[src/rtl/fifo_stream_reader_pkg.sv]
// fifo_rd_pkg: shared types and sizing helpers for the FIFO stream reader
package fifo_rd_pkg;

    localparam int DATA_W_DEF = 128;
    localparam int RD_LAT_MAX = 4;

    typedef enum logic {RUN, FLUSH} rd_state_t;

    function automatic int occ_w(input int depth);
        return $clog2(depth + 1);
    endfunction

endpackage

[src/rtl/fifo_stream_reader_if.sv]
// fifo_stream_reader_if: FIFO read handshake, downstream stream and flush/status signals
interface fifo_stream_reader_if import fifo_rd_pkg::*; #(
    parameter int DATA_W = DATA_W_DEF
);

    logic              o_rden;
    logic              i_empty;
    logic              i_alm_empty;
    logic [DATA_W-1:0] i_rddata;
    logic              o_valid;
    logic              i_ready;
    logic [DATA_W-1:0] o_data;
    logic              i_flush;
    logic              o_flush_busy;
    logic              o_src_low;
    logic [31:0]       o_beat_cnt;

    modport master (
        output o_rden, o_valid, o_data, o_flush_busy, o_src_low, o_beat_cnt,
        input  i_empty, i_alm_empty, i_rddata, i_ready, i_flush
    );

    modport slave (
        input  o_rden, o_valid, o_data, o_flush_busy, o_src_low, o_beat_cnt,
        output i_empty, i_alm_empty, i_rddata, i_ready, i_flush
    );

endinterface

[src/rtl/fifo_stream_reader_rd_out_buf.sv]
// rd_out_buf: circular register buffer holding captured FIFO words until accepted downstream
module rd_out_buf import fifo_rd_pkg::*; #(
    parameter int DATA_W = DATA_W_DEF,
    parameter int DEPTH  = 2
) (
    input  logic                      clk,
    input  logic                      reset,
    input  logic                      clear,
    input  logic                      push,
    input  logic                      pop,
    input  logic [DATA_W-1:0]         din,
    output logic [occ_w(DEPTH)-1:0]   occ,
    output logic                      valid,
    output logic [DATA_W-1:0]         dout
);

    localparam int CW = occ_w(DEPTH);
    localparam int PW = DEPTH > 1 ? $clog2(DEPTH) : 1;

    logic [DATA_W-1:0] mem [DEPTH];
    logic [PW-1:0]     wp;
    logic [PW-1:0]     rp;

    function automatic logic [PW-1:0] nxt(input logic [PW-1:0] p);
        return p == PW'(DEPTH - 1) ? '0 : p + 1'b1;
    endfunction

    assign valid = occ != '0;
    assign dout  = mem[rp];

    // Pointers and occupancy; a pop frees the head slot in the same edge a push may reuse it
    always_ff @(posedge clk) begin
        if (reset) begin
            wp  <= '0;
            rp  <= '0;
            occ <= '0;
            for (int i = 0; i < DEPTH; i++) mem[i] <= '0;
        end else if (clear) begin
            wp  <= '0;
            rp  <= '0;
            occ <= '0;
        end else begin
            if (push) begin
                mem[wp] <= din;
                wp      <= nxt(wp);
            end
            if (pop) rp <= nxt(rp);
            occ <= occ + CW'(push) - CW'(pop);
        end
    end

    // The issue logic must never let a word arrive into a full buffer that is not draining
    assert property (@(posedge clk) disable iff (reset || clear) !(push && !pop && occ == CW'(DEPTH)));

endmodule

[src/rtl/fifo_stream_reader.sv]
// fifo_stream_reader: pops a fixed-latency FIFO and re-presents its words as a valid/ready stream
module fifo_stream_reader import fifo_rd_pkg::*; #(
    parameter int DATA_W    = DATA_W_DEF,
    parameter int RD_LAT    = 1,
    parameter int BUF_DEPTH = 2
) (
    input logic                  clk,
    input logic                  reset,
    fifo_stream_reader_if.master bus
);

    localparam int CW = occ_w(BUF_DEPTH);
    localparam int TW = $clog2(RD_LAT_MAX + 1);

    if (RD_LAT < 1 || RD_LAT > RD_LAT_MAX) begin : g_lat_chk
        $error("RD_LAT out of range");
    end
    if (BUF_DEPTH < RD_LAT + 1) begin : g_depth_chk
        $error("BUF_DEPTH must be at least RD_LAT+1");
    end

    rd_state_t         state;
    logic [RD_LAT-1:0] trk;
    logic [RD_LAT-1:0] trk_nxt;
    logic [CW-1:0]     occ;
    logic [TW-1:0]     inflight;
    logic              arrive;
    logic              pop;
    logic              push;
    logic              clear;

    assign arrive   = trk[RD_LAT-1];
    assign pop      = bus.o_valid && bus.i_ready;
    assign inflight = TW'($countones(trk));
    assign clear    = state == RUN && bus.i_flush;
    assign push     = arrive && state == RUN && !bus.i_flush;
    assign trk_nxt  = (trk << 1) | RD_LAT'(bus.o_rden);

    // Issue a read only when the buffer has room for it and everything already in flight
    assign bus.o_rden = !reset && state == RUN && !bus.i_flush && !bus.i_empty &&
                        (int'(occ) + int'(inflight) - int'(pop) < BUF_DEPTH);

    // Flush FSM, in-flight tracker, beat counter and registered status outputs
    always_ff @(posedge clk) begin
        if (reset) begin
            state            <= RUN;
            trk              <= '0;
            bus.o_beat_cnt   <= '0;
            bus.o_src_low    <= 1'b0;
            bus.o_flush_busy <= 1'b0;
        end else begin
            trk              <= trk_nxt;
            bus.o_src_low    <= bus.i_alm_empty;
            bus.o_beat_cnt   <= pop ? bus.o_beat_cnt + 32'd1 : bus.o_beat_cnt;
            state            <= state == RUN ? (bus.i_flush ? FLUSH : RUN) : (trk_nxt == '0 ? RUN : FLUSH);
            bus.o_flush_busy <= state == RUN ? bus.i_flush : trk_nxt != '0;
        end
    end

    // Reading an empty FIFO would return garbage the stream cannot distinguish
    assert property (@(posedge clk) disable iff (reset) !(bus.o_rden && bus.i_empty));

    rd_out_buf #(.DATA_W(DATA_W), .DEPTH(BUF_DEPTH)) u_buf (
        .clk   (clk),
        .reset (reset),
        .clear (clear),
        .push  (push),
        .pop   (pop),
        .din   (bus.i_rddata),
        .occ   (occ),
        .valid (bus.o_valid),
        .dout  (bus.o_data)
    );

endmodule

[src/flat_wrapper.sv]
// flat-port wrapper written by rule: the top's interface ports become plain ports
module fifo_stream_reader_flat import fifo_rd_pkg::*;
#(
    parameter int DATA_W    = DATA_W_DEF,
    parameter int RD_LAT    = 1,
    parameter int BUF_DEPTH = 2
)
  (clk, reset, bus_o_rden, bus_o_valid, bus_o_data, bus_o_flush_busy, bus_o_src_low, bus_o_beat_cnt, bus_i_empty, bus_i_alm_empty, bus_i_rddata, bus_i_ready, bus_i_flush);
  fifo_stream_reader_if #(.DATA_W(DATA_W)) bus_i ();
  input logic clk;
  input logic reset;
  output wire logic [$bits(bus_i.o_rden)-1:0] bus_o_rden;
  output wire logic [$bits(bus_i.o_valid)-1:0] bus_o_valid;
  output wire logic [$bits(bus_i.o_data)-1:0] bus_o_data;
  output wire logic [$bits(bus_i.o_flush_busy)-1:0] bus_o_flush_busy;
  output wire logic [$bits(bus_i.o_src_low)-1:0] bus_o_src_low;
  output wire logic [$bits(bus_i.o_beat_cnt)-1:0] bus_o_beat_cnt;
  input wire logic [$bits(bus_i.i_empty)-1:0] bus_i_empty;
  input wire logic [$bits(bus_i.i_alm_empty)-1:0] bus_i_alm_empty;
  input wire logic [$bits(bus_i.i_rddata)-1:0] bus_i_rddata;
  input wire logic [$bits(bus_i.i_ready)-1:0] bus_i_ready;
  input wire logic [$bits(bus_i.i_flush)-1:0] bus_i_flush;
  assign bus_o_rden = bus_i.o_rden;
  assign bus_o_valid = bus_i.o_valid;
  assign bus_o_data = bus_i.o_data;
  assign bus_o_flush_busy = bus_i.o_flush_busy;
  assign bus_o_src_low = bus_i.o_src_low;
  assign bus_o_beat_cnt = bus_i.o_beat_cnt;
  assign bus_i.i_empty = bus_i_empty;
  assign bus_i.i_alm_empty = bus_i_alm_empty;
  assign bus_i.i_rddata = bus_i_rddata;
  assign bus_i.i_ready = bus_i_ready;
  assign bus_i.i_flush = bus_i_flush;
  fifo_stream_reader #(.DATA_W(DATA_W), .RD_LAT(RD_LAT), .BUF_DEPTH(BUF_DEPTH)) u_core (.clk(clk), .reset(reset), .bus(bus_i));
endmodule
[config.mk]
export PLATFORM = sky130hd
export DESIGN_NAME = fifo_stream_reader_flat
export DESIGN_NICKNAME = d
export VERILOG_FILES = /design/src/rtl/fifo_stream_reader_pkg.sv /design/src/rtl/fifo_stream_reader_if.sv /design/src/rtl/fifo_stream_reader_rd_out_buf.sv /design/src/rtl/fifo_stream_reader.sv /design/src/flat_wrapper.sv
export SDC_FILE = /design/constraint.sdc
export NUM_CORES = 1
export LEC_CHECK = 0
export ABC_AREA = 0
export CAP_MARGIN = 25
export CORE_MARGIN = 2
export CORE_UTILIZATION = 35
export DETAILED_ROUTE_END_ITERATION = 10
export DONT_BUFFER_PORTS = 1
export GPL_TIMING_DRIVEN = 0
export PLACE_DENSITY = 0.61
export SYNTH_ARGS = -nofsm -noshare
export SYNTH_HDL_FRONTEND = slang
export SYNTH_SLANG_ARGS = --single-unit
[constraint.sdc]
create_clock -name clk -period 5.1 [get_ports clk]
set_clock_uncertainty 0.1 [all_clocks]
set_input_delay 1.02 -clock clk [delete_from_list [all_inputs] [get_ports clk]]
set_output_delay 1.02 -clock clk [all_outputs]
set_load 0.02 [all_outputs]
==> impl_metrics.ini, run 1 <==
[run]
drv_cap = 0

[yosys]
synth_top_area_share_pct = 59.37
synth_seq_cells = 296
synthTopCellsByArea = edfxtp_1 59%, and2_1 13%, mux2_2 11%
ys_warn_count = 0
synth-seq-area-share_pct = 65.55
synth_top_area_cell = edfxtp_1
synth_area_sq_um = 12950
ys_types = 38
postSynthAreaPerCell_sq_um = 14.20
syn-instance-count = 912
syn-num-nets = 1056

[detailed_routing]
detail-route-antenna-nets = 0
vias = 7095
drc = 0
drt-pass1-iter-count = 4
dr.first_iter.drc_count = 249
wl_um = 29450
vias_per_cell = 4.913
wl_per_cell_um = 20.40

[clocking]
cts_buffers = 34
clk_latency_ns = 0.52
cts_tree = done
post_cts_buffers = 0
ctsResizeCount = 0
cts.sinks = 296
holdBufCountCts = 0
clock_path_buffers = 3
root_buffer = clkbuf_16
htree_num_levels = 2
clk_pin_slew_ns = 0.06

[global_route]
overflow = 0
grt_max_degree = 57
track_usage_pct = 15.01
antenna_found_initial = 1
grt_pass1_wl_um = 43610
first_global_vias = 7205

[sta]
slew_headroom_pct = 39.76
rsz0062_at_grt = false
slew_violations = 0
setup_viol = 0
finalHoldViolCount = 0
tns_ns = 0
fin_crit_sh_pct = 74.71
worst_pin_slew_ns = 0.9035
max_freq_mhz = 262.5
fin_crit_ns = 3.810

[setup_path]
critical_path.top_delay_family = adder cells
startpoint_type = register
slowest_delay_ns = 0.43
path_depth = 10
slowest_stage = dfxtp_1
required_ns = 3.98
critPathBufInv = 3
end_kind = primary output
crit_chain = ha_1 -> inv_1 -> ha_1 -> inv_1 -> ha_1 -> ha_1 -> nor2b_1 -> a21oi_1 -> nor4b_1 -> buf_2
cp_max_fo = 6
path_common_cell = ha_1
path_class = register to primary output
r2r_cells = 6
arrival_ns = 2.69

[pwr]
power_switching_mw = 1.141
pwr-share-clk_pct = 44.3
leakage_nw = 5.387
swShare_pct = 21.48
p_comb_share_pct = 4.3
seqPwrFrac_pct = 51.4
vdd_ir_drop_max_mv = 0.2548
power.density_nw_per_um2 = 360.5
power.internal_mw = 4.169

[floorplan]
core-area_sq_um = 36520
fp.dieH_um = 196.3
io_pins = 298
initial_core_util_pct = 35.45
rows = 70
die_w_um = 196.3
dieArea_sq_um = 38550

[min_path]
hold_path_class = register to register
hold_depth = 2

[placed_design]
place_congestion = 0.7744
io_buffers = 0
post_dp_cell_area_sq_um = 13660
dp.cells = 1385
place.detailed.hpwl_um = 19800

[cells_and_area]
nets = 1097
areaGrowthSynthToFinish_pct = 13.74
layout_common_cells = 261 x and2_1, 256 x edfxtp_1, 131 x mux2_2, 44 x clkbuf_1, 40 x dfxtp_1
finalNonFillerCells = 1444
layout_commonest_cell = and2_1
drive_gt1_share_pct = 20.72
final_cell_area_sq_um = 14730

[run_status]
status = finished, final reports clean
-- routing by layer --
layer | global-route usage (%) | part of all wire [%] | routed length (um) | up-vias
met2 | 24.44 | 47 | 13900 | 229
met3 | 7.067 | 11 | 3364 | 49
met4 | 5.640 | 2.7 | 782 | 2
met1 | 17.23 | 39 | 11390 | 3469
li1 | - | - | - | 3346
met5 | 0 | 0.044 | 13 | -
-- stage by stage --
| stage | utilization, % | hold slack [ns] | worst slack [ns] | total power, mW |
|---|---|---|---|---|
| final | 40.33 | 0.4200 | 1.290 | 5.310 |
| after floorplan | - | 0.3813 | 0.04964 | 2.951 |
| after global placement | 37.06 | 0.3995 | -2.265 | 3.013 |
| after detailed placement | 37.39 | 0.3997 | 1.109 | 3.013 |
| after global routing | 40.32 | 0.4426 | 1.111 | 5.479 |
| after CTS | 40.32 | 0.4236 | 1.201 | 5.397 |
-- area by class of cell --
type                            instances  area [sq um]
Tap cell                              468         585.6
Multi-Input combinational cell        557          4239
Inverter                                9         33.78
Clock buffer                           44         939.7
Clock inverter                         14         128.9
Timing Repair Buffer                    5         107.6
Antenna cell                            1         2.502
Buffer                                 50         202.7
Fill cell                            3408         21790
Sequential cell                       296          8488
-- Yosys cell counts --
cell type,count
nand4_2,1
or3_1,3
and3_1,1
clkbuf_1,38
nand2_1,17
ha_1,9
xnor2_1,4
nand4_1,10
inv_1,9
a21oi_1,16
clkbuf_2,2
mux2_2,131
buf_2,4
and2_1,261
buf_1,5
o211a_1,1
nor4b_1,2
buf_6,1
nor3_1,1
nor3b_2,1
xor2_1,12
nor4_1,3
a21o_1,1
nand3_1,7
nand2b_1,4
or2_2,1
dfxtp_1,40
fa_1,1
and4_1,4
o2111a_2,1
nand4_4,3
or4_1,12
o21ai_0,8
nor2_1,24
nor2b_1,7
and4_4,1
edfxtp_1,256
o31ai_1,10
-- worst paths after layout --
path / from / end / slack, ns
worst max-delay path: u_core.u_buf.occ[0] / bus_o_rden / 1.29
worst min-delay path: u_core.u_buf.rp / register / 0.42
worst max register to register: u_core.state / u_core.u_buf.mem[0][73] / 2.63
worst min register to register: u_core.u_buf.rp / register / 0.42
-- cell families (layout without fill, tap and decap cells) --
group | count (synthesis) | in the layout | synth area share, %
AOI/OAI and AO/OA | 37 | 37 | 1.739
xor gates and xnor gates | 16 | 16 | 1.082
adders and majority gates | 10 | 10 | 1.024
buffers and inverters | 59 | 122 | 1.826
DFF | 296 | 296 | 65.55
muxes | 131 | 131 | 11.39
other | 0 | 1 | 0
and+or+nand+nor | 363 | 363 | 17.38
-- power groups by stage --
stage                     clock (mW)  combinational (mW)  sequential (mW)
after global placement             0               0.222             2.79
final                           2.35               0.228             2.73
after detailed placement           0               0.234             2.78
after floorplan                    0               0.171             2.78
after global routing            2.50               0.243             2.73
after CTS                       2.43               0.235             2.73
-- worst reg2reg max path, stage by stage, from the launching register on --
cell and delay, ns:
dfxtp_1 0.41, nor2_1 0.18, and2_1 0.20, nand2b_1 0.12, nand2b_4 0.43, buf_16 0.37, buf_16 0.28
-- state kept, by name, summed over array words and instances, names as in the netlist, named ones only --
register and count:
u_core.u_buf.mem 256, u_core.bus.o_beat_cnt 32, u_core.u_buf.occ 2, u_core.arrive 1
u_core.bus.o_src_low 1, u_core.state 1, u_core.u_buf.rp 1, u_core.u_buf.wp 1
Power figures use the tool's default switching activity.
==> run 2: changes to the inputs <==
==> constraint.sdc (replaced) <==
create_clock -name clk -period 3.1 [get_ports clk]
set_clock_uncertainty 0.1 [all_clocks]
set_input_delay 0.62 -clock clk [delete_from_list [all_inputs] [get_ports clk]]
set_output_delay 0.62 -clock clk [all_outputs]
set_load 0.02 [all_outputs]
==> run 2 against run 1 <==
Against the previous run:
- final cell count increased by 0.69%
- register-to-register slack got worse by 2.3 ns
- critical endpoint unchanged
- largest power group unchanged
- count of clock-buffer cells in the layout increased by 1
==> impl_metrics.ini, run 2 (same netlist as run 1, synthesis figures left out) <==
[clocking]
root_buffer = clkbuf_16
clk_latency_ns = 0.53
cts.sinks = 296
htree_num_levels = 2
clock_path_buffers = 3
clk_pin_slew_ns = 0.06
cts_buffers = 35
holdBufCountCts = 0
cts_tree = done

[setup_path]
crit_chain = ha_4 -> inv_4 -> ha_4 -> inv_2 -> ha_4 -> ha_4 -> nor2b_4 -> a21oi_4 -> nor4b_4 -> buf_4
critPathBufInv = 3
cp_max_fo = 4
required_ns = 2.38
startpoint_type = register
path_class = register to primary output
r2r_slack_ns = 0.34
r2r_start = u_core.state
critical_path.top_delay_family = adder cells
r2r_cells = 6
end_kind = primary output
reg2reg_to = u_core.u_buf.mem[0][65]
slowest_delay_ns = 0.38
arrival_ns = 2.31
path_common_cell = ha_4
slowest_stage = dfxtp_4

[global_route]
grt_max_degree = 53
overflow = 0
first_global_vias = 7238
track_usage_pct = 15.15
grt_pass1_wl_um = 44080
antenna_found_initial = 2

[floorplan]
initial_core_util_pct = 35.45
fp.dieH_um = 196.3
die_w_um = 196.3
rows = 70
core-area_sq_um = 36520
dieArea_sq_um = 38550
io_pins = 298

[sta]
slew_violations = 0
slew_headroom_pct = 49.50
fin_crit_sh_pct = 97.61
holdWs_ns = 0.05604
setup_viol = 0
finalHoldViolCount = 0
fin_crit_ns = 3.026
rsz0062_at_grt = true
max_freq_mhz = 330.5
setup_ws_ns = 0.07403
worst_pin_slew_ns = 0.7575

[run_status]
status = finished, final reports clean

[cells_and_area]
areaGrowthSynthToFinish_pct = 15.63
final_cell_area_sq_um = 14970
layout_common_cells = 261 x and2_1, 256 x edfxtp_1, 131 x mux2_2, 37 x dfxtp_1, 35 x clkbuf_16
drive_gt1_share_pct = 23.88
largestRegisters = u_core.u_buf.mem: 256 flops, u_core.bus.o_beat_cnt: 32 flops, u_core.u_buf.occ: 2 flops
largest_register_ffs = 256
fillers = 3346
nets = 1102
layout_commonest_cell = and2_1
final_util_pct = 41.00
top_register = u_core.u_buf.mem

[detailed_routing]
wl_um = 29930
dr.first_iter.drc_count = 247
detail-route-antenna-nets = 0
vias_per_cell = 4.906
drc = 0
drt-pass1-iter-count = 4
vias = 7134
wl_per_cell_um = 20.59

[min_path]
hold_path_class = input pin to register
hold_depth = 1
min_from = bus_i_empty
holdPathEnd = u_core.arrive

[pwr]
leakage_nw = 5.534
vdd_ir_drop_max_mv = 0.3192
power.density_nw_per_um2 = 605.2

[placed_design]
post_dp_cell_area_sq_um = 13660
place.detailed.hpwl_um = 19610
io_buffers = 0
place_congestion = 0.7698
dpl_worst_slack_ns = -0.4847

[run]
drv_cap = 0
-- run 2: cell count changes in the layout (fill, tap and decap cells not counted), sizes merged, moves of 2 or more --
cell and delta:
buf +2, bufinv +3, clkinvlp -4, clkbuf +2
inv +2, clkinv +3
-- run 2: timing repair --
item,in CTS,in global routing
pin swaps,2,4
endpoints found under the hold margin,0,0
gates resized for setup,18,27
cloned,0,1
endpoints found under the setup margin,111,112
setup buffers,3,0
-- run 2: final cells by class --
class                   instances  area (sq um)  share of cell area, %
diodes                          2         5.005                0.03343
plain buffers                  50         219.0                  1.462
clock buffers                  45         937.1                  6.259
clock inverters                18         229.0                  1.529
inverters                       9         36.28                 0.2423
multi-input cells             558          4332                  28.93
flip-flops and latches        296          8497                  56.75
well taps                     468         585.6                  3.911
repair buffers                  8         132.6                 0.8858
-- run 2: worst max path at each step --
stage,endpoint,depth (start not counted),start,slack [ns]
finish,bus_o_rden,10,u_core.u_buf.occ[0],0.07
floorplan,u_core.u_buf.mem[1][0],4,reset,0.23
CTS,bus_o_rden,10,u_core.u_buf.occ[0],-0.11
global route,bus_o_rden,10,u_core.u_buf.occ[0],-0.04
detailed placement,u_core.u_buf.mem[1][54],6,reset,-0.48
global placement,u_core.u_buf.mem[1][78],4,reset,-0.81
-- run 2: power breakdown --
| group | switching [mW] | internal (mW) | total, mW |
|---|---|---|---|
| sequential | 0.0344 | 4.45 | 4.49 |
| combinational | 0.277 | 0.108 | 0.384 |
| clock | 1.63 | 2.57 | 4.19 |
| total | 1.94 | 7.13 | 9.06 |
-- run 2: worst register-to-register path, stage by stage (launching register included) --
cell,delay (ns)
dfxtp_1,0.41
nor2_1,0.20
and2_1,0.36
nand2b_1,0.17
nand2b_4,0.56
buf_16,0.34
buf_12,0.28
-- run 2: metal layers --
metal | vias up | global-route usage, % | part of all wire [%]
li1 | 3360 | - | -
met5 | - | 0 | 0.057
met1 | 3489 | 17.67 | 40
met2 | 235 | 24.31 | 46
met4 | 2 | 4.854 | 2.3
met3 | 48 | 7.632 | 11
-- run 2: stage by stage --
| step | power [mW] | setup TNS, ns | std cells |
|---|---|---|---|
| after floorplan | 4.847 | 0 | 912 |
| after global placement | 4.940 | -158.54 | 1380 |
| after detailed placement | 4.956 | -32.88 | 1385 |
| after CTS | 9.173 | -0.1054 | 1451 |
| after global routing | 9.358 | -0.04215 | 1454 |
| final | 9.062 | 0 | 1454 |
